[src/rtl/uart_tx_scheduler_pkg.sv]
// Shared definitions for the UART TX scheduler: state encoding, counter width
// and a small constant helper used to size the shared timer.
package uart_sched_pkg;

  localparam int FRAME_CNT_W = 16;

  localparam logic [2:0] ST_IDLE      = 3'd0;
  localparam logic [2:0] ST_LOAD      = 3'd1;
  localparam logic [2:0] ST_KICK      = 3'd2;
  localparam logic [2:0] ST_WAIT_BUSY = 3'd3;
  localparam logic [2:0] ST_WAIT_DONE = 3'd4;
  localparam logic [2:0] ST_DONE      = 3'd5;
  localparam logic [2:0] ST_GAP       = 3'd6;

  typedef enum logic [2:0] {
    S_IDLE      = ST_IDLE,
    S_LOAD      = ST_LOAD,
    S_KICK      = ST_KICK,
    S_WAIT_BUSY = ST_WAIT_BUSY,
    S_WAIT_DONE = ST_WAIT_DONE,
    S_DONE      = ST_DONE,
    S_GAP       = ST_GAP
  } sched_state_t;

  function automatic int max_int(input int a, input int b);
    return (a > b) ? a : b;
  endfunction

endpackage

[src/rtl/uart_tx_scheduler_if.sv]
// FIFO read side and UART_TX handshake bundle. The scheduler is the master:
// it drives the pop strobe and the byte/valid pair, and watches empty/busy.
interface uart_tx_scheduler_if #(
  parameter int DATA_WIDTH = 8
);
  logic                  fifo_empty;
  logic [DATA_WIDTH-1:0] fifo_rd_data;
  logic                  fifo_rd_inc;
  logic                  tx_busy;
  logic [DATA_WIDTH-1:0] tx_data;
  logic                  tx_data_valid;

  modport master (
    input  fifo_empty,
    input  fifo_rd_data,
    input  tx_busy,
    output fifo_rd_inc,
    output tx_data,
    output tx_data_valid
  );

  modport slave (
    output fifo_empty,
    output fifo_rd_data,
    output tx_busy,
    input  fifo_rd_inc,
    input  tx_data,
    input  tx_data_valid
  );
endinterface

[src/rtl/uart_tx_scheduler_timer.sv]
// tx_sched_timer: clearable/loadable up-counter with a terminal-count compare.
// One instance serves both the busy-rise timeout and the inter-frame gap.
module tx_sched_timer #(
  parameter int CNT_W = 5
) (
  input  logic             CLK,
  input  logic             RST,
  input  logic             clr,
  input  logic             ld,
  input  logic [CNT_W-1:0] ld_val,
  input  logic             inc,
  input  logic [CNT_W-1:0] tc_val,
  output logic             tc
);
  logic [CNT_W-1:0] cnt_q;

  // Count register: clear beats load, load beats increment.
  always_ff @(posedge CLK or negedge RST) begin
    if (!RST)      cnt_q <= '0;
    else if (clr)  cnt_q <= '0;
    else if (ld)   cnt_q <= ld_val;
    else if (inc)  cnt_q <= cnt_q + 1'b1;
  end

  assign tc = (cnt_q == tc_val);
endmodule

[src/rtl/uart_tx_scheduler.sv]
// uart_tx_scheduler: pops one byte at a time from the FIFO read side and hands
// it to UART_TX with a one-cycle valid, then follows tx_busy to completion.
// Optional inter-frame gap: define UART_TX_SCHED_GAP_EN (GAP_CYCLES >= 1).
module uart_tx_scheduler
  import uart_sched_pkg::*;
#(
  parameter int DATA_WIDTH   = 8,
  parameter int BUSY_TIMEOUT = 16,
  parameter int GAP_CYCLES   = 2
) (
  input  logic                   CLK,
  input  logic                   RST,
  input  logic                   sched_en,
  uart_tx_scheduler_if.master    bus,
  output logic                   frame_done,
  output logic                   timeout_err,
  output logic [FRAME_CNT_W-1:0] frame_cnt,
  output logic                   idle
);
  // Wide enough for either terminal value.
  localparam int TMR_W = $clog2(max_int(BUSY_TIMEOUT, GAP_CYCLES)) + 1;

  sched_state_t          st_q, st_d;
  logic [DATA_WIDTH-1:0] tx_data_q;
  logic [FRAME_CNT_W-1:0] frame_cnt_q;
  logic                  timeout_q, timeout_d;
  logic                  load_data;
  logic                  tmr_clr, tmr_inc, tmr_tc;
  logic [TMR_W-1:0]      tc_val;

`ifdef UART_TX_SCHED_GAP_EN
  assign tc_val = (st_q == S_GAP) ? TMR_W'(GAP_CYCLES - 1) : TMR_W'(BUSY_TIMEOUT - 1);
`else
  assign tc_val = TMR_W'(BUSY_TIMEOUT - 1);
`endif

  tx_sched_timer #(.CNT_W(TMR_W)) u_timer (
    .CLK    (CLK),
    .RST    (RST),
    .clr    (tmr_clr),
    .ld     (1'b0),
    .ld_val ('0),
    .inc    (tmr_inc),
    .tc_val (tc_val),
    .tc     (tmr_tc)
  );

  // Next-state and timer control; strobes come straight from the state register.
  always_comb begin
    st_d      = st_q;
    load_data = 1'b0;
    tmr_clr   = 1'b0;
    tmr_inc   = 1'b0;
    timeout_d = 1'b0;
    case (st_q)
      S_IDLE: begin
        if (sched_en && !bus.fifo_empty) begin
          load_data = 1'b1;
          st_d      = S_LOAD;
        end
      end
      // The pop is committed here, so a late empty flag is irrelevant.
      S_LOAD: st_d = S_KICK;
      S_KICK: begin
        tmr_clr = 1'b1;
        st_d    = S_WAIT_BUSY;
      end
      S_WAIT_BUSY: begin
        if (bus.tx_busy) begin
          st_d = S_WAIT_DONE;
        end else if (tmr_tc) begin
          timeout_d = 1'b1;
          st_d      = S_IDLE;
        end else begin
          tmr_inc = 1'b1;
        end
      end
      S_WAIT_DONE: begin
        if (!bus.tx_busy) st_d = S_DONE;
      end
`ifdef UART_TX_SCHED_GAP_EN
      S_DONE: begin
        tmr_clr = 1'b1;
        st_d    = S_GAP;
      end
      S_GAP: begin
        if (tmr_tc) st_d = S_IDLE;
        else        tmr_inc = 1'b1;
      end
`else
      S_DONE: st_d = S_IDLE;
`endif
      default: st_d = S_IDLE;
    endcase
  end

  // State register, captured byte, completed-frame count and timeout pulse.
  always_ff @(posedge CLK or negedge RST) begin
    if (!RST) begin
      st_q        <= S_IDLE;
      tx_data_q   <= '0;
      frame_cnt_q <= '0;
      timeout_q   <= 1'b0;
    end else begin
      st_q      <= st_d;
      timeout_q <= timeout_d;
      if (load_data)        tx_data_q   <= bus.fifo_rd_data;
      if (st_q == S_DONE)   frame_cnt_q <= frame_cnt_q + 1'b1;
    end
  end

  assign bus.fifo_rd_inc   = (st_q == S_LOAD);
  assign bus.tx_data_valid = (st_q == S_KICK);
  assign bus.tx_data       = tx_data_q;
  assign frame_done        = (st_q == S_DONE);
  assign timeout_err       = timeout_q;
  assign frame_cnt         = frame_cnt_q;
  assign idle              = (st_q == S_IDLE);
endmodule

[src/flat_wrapper.sv]
// flat-port wrapper written by rule: the top's interface ports become plain ports
module uart_tx_scheduler_flat import uart_sched_pkg::*;
#(
  parameter int DATA_WIDTH   = 8,
  parameter int BUSY_TIMEOUT = 16,
  parameter int GAP_CYCLES   = 2
)
  (CLK, RST, sched_en, frame_done, timeout_err, frame_cnt, idle, bus_fifo_empty, bus_fifo_rd_data, bus_tx_busy, bus_fifo_rd_inc, bus_tx_data, bus_tx_data_valid);
  uart_tx_scheduler_if #(.DATA_WIDTH(DATA_WIDTH)) bus_i ();
  input  logic CLK;
  input  logic RST;
  input  logic sched_en;
  output logic frame_done;
  output logic timeout_err;
  output logic [FRAME_CNT_W-1:0] frame_cnt;
  output logic idle;
  input wire logic [$bits(bus_i.fifo_empty)-1:0] bus_fifo_empty;
  input wire logic [$bits(bus_i.fifo_rd_data)-1:0] bus_fifo_rd_data;
  input wire logic [$bits(bus_i.tx_busy)-1:0] bus_tx_busy;
  output wire logic [$bits(bus_i.fifo_rd_inc)-1:0] bus_fifo_rd_inc;
  output wire logic [$bits(bus_i.tx_data)-1:0] bus_tx_data;
  output wire logic [$bits(bus_i.tx_data_valid)-1:0] bus_tx_data_valid;
  assign bus_i.fifo_empty = bus_fifo_empty;
  assign bus_i.fifo_rd_data = bus_fifo_rd_data;
  assign bus_i.tx_busy = bus_tx_busy;
  assign bus_fifo_rd_inc = bus_i.fifo_rd_inc;
  assign bus_tx_data = bus_i.tx_data;
  assign bus_tx_data_valid = bus_i.tx_data_valid;
  uart_tx_scheduler #(.DATA_WIDTH(DATA_WIDTH), .BUSY_TIMEOUT(BUSY_TIMEOUT), .GAP_CYCLES(GAP_CYCLES)) u_core (.CLK(CLK), .RST(RST), .sched_en(sched_en), .bus(bus_i), .frame_done(frame_done), .timeout_err(timeout_err), .frame_cnt(frame_cnt), .idle(idle));
endmodule
[config.mk]
export PLATFORM = sky130hd
export DESIGN_NAME = uart_tx_scheduler_flat
export DESIGN_NICKNAME = d
export VERILOG_FILES = /design/src/rtl/uart_tx_scheduler_pkg.sv /design/src/rtl/uart_tx_scheduler_if.sv /design/src/rtl/uart_tx_scheduler_timer.sv /design/src/rtl/uart_tx_scheduler.sv /design/src/flat_wrapper.sv
export SDC_FILE = /design/constraint.sdc
export NUM_CORES = 1
export LEC_CHECK = 0
export BUFFER_PORTS_ARGS = -buffer_cell sky130_fd_sc_hd__buf_2
export CAP_MARGIN = 10
export CORE_MARGIN = 3
export CORE_UTILIZATION = 54
export CTS_BUF_LIST = sky130_fd_sc_hd__clkbuf_16
export CTS_CLUSTER_SIZE = 40
export DETAILED_ROUTE_END_ITERATION = 6
export PLACE_DENSITY = 0.94
export SETUP_SLACK_MARGIN = 0.15
export SLEW_MARGIN = 15
export SYNTH_ARGS = -nofsm -noshare
export SYNTH_HDL_FRONTEND = slang
export SYNTH_SLANG_ARGS = --single-unit
export TNS_END_PERCENT = 100
[constraint.sdc]
create_clock -name CLK -period 3.5 [get_ports CLK]
set_input_delay 0.175 -clock CLK [delete_from_list [all_inputs] [get_ports CLK]]
set_output_delay 0.175 -clock CLK [all_outputs]
set_load 0.05 [all_outputs]
Word-level counts from Yosys, hierarchy flattened
Index checks and enable logic that the tools add are counted.

word-level totals
  register bits = 33
  input port bits = 13
  output and inout bits = 29
  word-level logic and storage cells = 37

cells by class
  $add $sub $neg = 2
  equality and inequality tests = 9
  multiplexer cells = 16
  reductions and logical operators = 5

operator list
  operator                                                                 number
  16-bit by 1-bit adder with 16-bit output, second input constant          1
  3-bit case mux with 5 select lines                                       1
  3-bit 2-to-1 mux                                                         4
  5-bit 2-to-1 mux                                                         2
  1-bit 2-to-1 mux                                                         9
  3-bit by 2-bit equality test with 1-bit output, second input constant    2
  3-bit equality test, second input constant                               2
  5-bit by 1-bit adder with 5-bit output, second input constant            1
  5-bit by 4-bit equality test with 1-bit output, second input constant    1
  3-bit by 1-bit equality test with 1-bit output, second input constant    1
  3-bit logical NOT                                                        1
  3-bit by 2-bit inequality test with 1-bit output, second input constant  1
  3-bit AND reduction                                                      1
  2-bit by 1-bit inequality test with 1-bit output, second input constant  1
  2-bit inequality test, second input constant                             1
  2-bit nonzero test                                                       1
  1-bit logical AND                                                        1
  1-bit logical NOT                                                        1

Longest topological paths before layout
  word-level depth = 6
  mapped depth = 6
  depth with buffers taken out = 6

Hierarchy
A second synthesis with hierarchy kept.

second synthesis, totals
  cell total of the unflattened synthesis = 138
  area total of the unflattened synthesis = 1592.8 um^2

by module, submodules not included
  module             times used  cells each  area an instance (um^2)  sequential area each (um^2)
  uart_tx_scheduler  1           103         1257.5                   700.7
  tx_sched_timer     1           35          335.3                    125.1

Worst setup path before layout
Ideal clock, no wire load.

  path kind = reg-to-reg
  from = register u_core.st_q[2]
  to = register u_core.tx_data_q[0] (netlist: u_core.bus.tx_data[0])
  arrival = 2428 ps
  required time = 3375 ps
  setup slack = 947 ps
  stages on the path, launching flop included = 4
  clock period less this slack = 2553 ps
  cell sequence = dfrtp_1 nor3_1 nand2_1 mux2_2

on the way
  longest elaborated chain between the ends = 2

RTL lines
  item                      line                      text
  start: declaration        uart_tx_scheduler.sv:23   sched_state_t st_q, st_d;
  start signal: assignment  uart_tx_scheduler.sv:105  st_q <= st_d;
  3-bit logical NOT         --
  net idle                  flat_wrapper.sv:16        output logic idle;
  1-bit 2-to-1 mux          uart_tx_scheduler.sv:55   case (st_q)
  end signal: assignment    uart_tx_scheduler.sv:107  if (load_data) tx_data_q <= bus.fifo_rd_data;
  end: declaration          uart_tx_scheduler.sv:24   logic [DATA_WIDTH-1:0] tx_data_q;

The timed path passes the listed nets, and every way through them passes these cells.
A chain may end at the register's enable or synchronous reset.

Worst setup path after layout
  from = register u_core.st_q[1]
  to = output bus_tx_data_valid

on the way
  longest elaborated chain between the ends = 1

RTL lines
  item                                            line                      text
  3-bit by 2-bit equality test with 1-bit output  uart_tx_scheduler.sv:113  assign bus.tx_data_valid = (st_q == S_KICK);
  end: declaration                                flat_wrapper.sv:22        output wire logic [$bits(bus_i.tx_data_valid)-1:0] bus_tx_data_valid;

Every way passes these cells.

==> out/qor.log <==
INFO  logic_synthesis ys_warn_count=0
INFO  logic_synthesis ys_ff_latch=33
INFO  job            maxCapViolations=0
INFO  timing         timing.clock.skew=0.004256ns
INFO  timing         max_freq=519.1MHz
INFO  timing         max-slew-margin-rel=52.22%
INFO  floorplanning  floorplan.core_area=0.002500mm²
INFO  setup_path     setup.worst_path.start_class=flip-flop
INFO  logic_synthesis synthTopCellsByArea=sky130_fd_sc_hd__dfrtp_1 58%, sky130_fd_sc_hd__xnor2_1 9.2%, sky130_fd_sc_hd__mux2_2 7.1%, sky130_fd_sc_hd__ha_1 2.6%, sky130_fd_sc_hd__and4_1 2.4%
INFO  logic_synthesis synth.avg_cell_area=12.04µm²
INFO  timing         report.final.slew_viol_count=0
INFO  logic_synthesis synthArstFlopShare=100.0%
INFO  run_status     outcome=finished clean
INFO  power          power.leakage=0.0009310µW
INFO  timing         rsz0062_at_grt=false
INFO  clock_network  post-cts-setup-buffers=0
INFO  setup_path     setup.reg_to_reg.worst_slack=1.77ns
INFO  timing         worst_pin_slew=0.7167ns
INFO  global_routing grt_first_pass_wirelength=4712µm
INFO  layout         finalCoreUtilization=72.37%
INFO  clock_network  cts_resized=0
INFO  setup_path     timing.setup.critical_path_class=flip-flop to output port
INFO  logic_synthesis ys_types=26
INFO  layout         antenna_cells=0
INFO  logic_synthesis synth_seq_area_share=57.64%
INFO  hold_path      min-delay-path-class=primary input to flip-flop
INFO  logic_synthesis synth.most_common_cell=sky130_fd_sc_hd__dfrtp_1
INFO  logic_synthesis mappedNetlistNets=135
INFO  logic_synthesis post_synth_inst_count=119
INFO  placed_design  post-dp-hpwl=2075µm
INFO  layout         fillCellCount=176
INFO  logic_synthesis synth_edf_count=0
INFO  timing         fin_crit=1.927ns
INFO  setup_path     crit_path_max_fanout=8
INFO  clock_network  clock_latency=0.28ns
INFO  power          power_density=884.5mW/mm²
INFO  logic_synthesis synth_area_leader_cell=sky130_fd_sc_hd__dfrtp_1
INFO  setup_path     path_buf_inv=2
INFO  layout         area_delta_synth_final=26.29%
INFO  placed_design  io_buffers=41
INFO  setup_path     critical-path-max-stage-delay=0.53ns
INFO  floorplanning  floorplan.initialDensity=57.31%
INFO  drt            finalWirelength=2852µm
INFO  floorplanning  die_outline_area=0.003307mm²
INFO  floorplanning  boundaryPins=42
INFO  global_routing grt_start_max_net_pins=34
INFO  power          ir_worst_vdd=0.8571mV
INFO  drt            routed-via-count=1070
INFO  setup_path     slowest_cp_cell=sky130_fd_sc_hd__nor3_1
INFO  layout         design.final.nets=181
INFO  drt            post_drt_via_cell_ratio=5.459
INFO  drt            drt.antenna.violating_nets=0
INFO  floorplanning  die_height=57.51µm
INFO  global_routing grt_pass1_vias=1082
INFO  logic_synthesis post-synth-top-area-fraction=57.64%
INFO  clock_network  cts-root-to-sink-buffers=2
INFO  timing         hold_viol_final=0
INFO  layout         drive_gt1_share=34.34%
INFO  drt            detail_route.iter0.violations=43
INFO  timing         tns=0ns
INFO  global_routing antenna_violations_before_repair=0
INFO  timing         timing.final.setup_violations=0
INFO  clock_network  tritoncts_num_sinks=33
INFO  drt            drt_pass1_iterations=4
INFO  setup_path     critPathCaptureType=output port
INFO  clock_network  clock-root-buffer=sky130_fd_sc_hd__clkbuf_16
INFO  timing         timing.final.crit_share=55.04%
INFO  setup_path     arrival_time_worst_endpoint=1.75ns
INFO  drt            drcViolationCount=0
INFO  drt            wire_per_inst=14.55µm
INFO  clock_network  cts-buffers-inserted=5
INFO  floorplanning  die-width=57.51µm
INFO  logic_synthesis most_instantiated_flip_flop_cell_in_the_synthesis_netlist=sky130_fd_sc_hd__dfrtp_1
INFO  clock_network  cts_tree=built
INFO  global_routing global_route.overflow_total=0
INFO  placed_design  finalWeightedCongestion=0.8033
INFO  setup_path     critical_path.top_delay_family=simple AND/OR/NAND/NOR gates
INFO  clock_network  htree_num_levels=2
INFO  global_routing globalRouteTotalUtil=19.61%
INFO  logic_synthesis synth_common_cells=33 x sky130_fd_sc_hd__dfrtp_1, 15 x sky130_fd_sc_hd__xnor2_1, 9 x sky130_fd_sc_hd__mux2_2, 9 x sky130_fd_sc_hd__nand2_1, 8 x sky130_fd_sc_hd__nor2_1
INFO  clock_network  clkTransAtPathRegs=0.05ns
INFO  floorplanning  rows=18
INFO  setup_path     timing.critical_path.cells=inv_1 -> nor3_1 -> buf_2
INFO  setup_path     critPathRequiredTime=3.32ns
INFO  logic_synthesis syn-cell-area=0.001433mm²
## cell families after synthesis
group | count (synthesis) | synth area share (%)
simple gates | 45 | 17.47
flops | 33 | 57.64
xor+xnor | 18 | 11.00
mux | 9 | 7.074
buf+inv | 6 | 1.834
compound gates | 5 | 2.358
fa+ha+maj | 3 | 2.620
## sequential cells by signal, summed over array words and instances (netlist names)
| register | count |
|---|---|
| u_core.u_timer.cnt_q | 5 |
| u_core.frame_cnt | 16 |
| u_core.bus.tx_data | 8 |
| u_core.st_q | 3 |
| u_core.timeout_err | 1 |
## layout make-up
class | count | area [µm²] | area share, %
Sequential cell | 33 | 825.8 | 45.64
Multi-Input combinational cell | 80 | 580.6 | 32.09
Timing Repair Buffer | 42 | 215.2 | 11.89
Clock buffer | 5 | 125.1 | 6.916
Tap cell | 30 | 37.54 | 2.075
Clock inverter | 3 | 13.76 | 0.7607
Inverter | 3 | 11.26 | 0.6224
## metrics by stage
step	std cells	cell area (µm²)	total power, µW	setup WS [ns]	hold WS (ns)
final	196	1809	1600	1.573	0.1272
after global routing	196	1809	1679	1.438	0.1269
after CTS	196	1809	1619	1.573	0.1183
after global placement	187	1660	1171	1.891	0.2524
after detailed placement	187	1660	1205	1.802	0.2671
after floorplan	119	1433	1044	0.9469	-0.1206
## worst reg2reg max path, delay by kind of cell (launching register included)
kind | cells | cell delay (ns)
simple gates | 3 | 0.54
fa+ha+maj | 2 | 0.46
flops | 1 | 0.41
xor+xnor | 1 | 0.17
## power by group
group          total, µW  internal [µW]  leakage (µW)  switching (µW)
Clock                404            257     0.0000748             147
Sequential           569            479      0.000433            89.7
Combinational        628            176      0.000423             452
## placed cells by master, fill, tap and decap left out, types with 2 or more instances in the layout
master / synthesis / routed
sky130_fd_sc_hd__inv_1: 3 / 4
sky130_fd_sc_hd__and2_1: 2 / 2
sky130_fd_sc_hd__and3_1: 4 / 4
sky130_fd_sc_hd__mux2_2: 9 / 9
sky130_fd_sc_hd__xnor2_1: 15 / 15
sky130_fd_sc_hd__dfrtp_1: 33 / 33
sky130_fd_sc_hd__nand3_1: 6 / 6
sky130_fd_sc_hd__nor2_1: 8 / 8
sky130_fd_sc_hd__nor3_1: 3 / 3
sky130_fd_sc_hd__xor2_1: 3 / 3
sky130_fd_sc_hd__ha_1: 3 / 3
sky130_fd_sc_hd__clkinv_2: 0 / 2
sky130_fd_sc_hd__nand4_1: 2 / 2
sky130_fd_sc_hd__clkbuf_16: 0 / 5
sky130_fd_sc_hd__nor3b_1: 2 / 2
sky130_fd_sc_hd__nand2_1: 9 / 9
sky130_fd_sc_hd__buf_2: 3 / 41
sky130_fd_sc_hd__and4_1: 4 / 4
## final timing paths
| kind | cells after the start | start | to |
|---|---|---|---|
| worst min-delay path | 2 | bus_fifo_rd_data[1] | u_core.bus.tx_data[1]$_DFFE_PN0P_ |
| worst max register to register | 6 | u_core.u_timer.cnt_q[0]$_DFFE_PN0P_ | u_core.u_timer.cnt_q[0]$_DFFE_PN0P_ |
| max in group asynchronous | 2 | RST | u_core.u_timer.cnt_q[0]$_DFFE_PN0P_ |
| worst min register to register | 1 | u_core.frame_cnt[15]$_DFFE_PN0P_ | u_core.frame_cnt[15]$_DFFE_PN0P_ |
| min in group asynchronous | 2 | RST | u_core.frame_cnt[13]$_DFFE_PN0P_ |
| worst max-delay path | 3 | u_core.st_q[1]$_DFFE_PN0P_ | bus_tx_data_valid |
## metal layers
layer  GRT usage [%]  share of wire, %
met5               0                 0
met4           11.59               2.7
met3           8.371               8.0
met2           31.29                50
met1           21.66                39
## timing repair
| action | in CTS | in global routing |
|---|---|---|
| endpoints found under the hold margin | 33 | 0 |
| setup endpoints to repair | 0 | 0 |
| hold buffers | 1 | 0 |
Power figures use the tool's default switching activity.
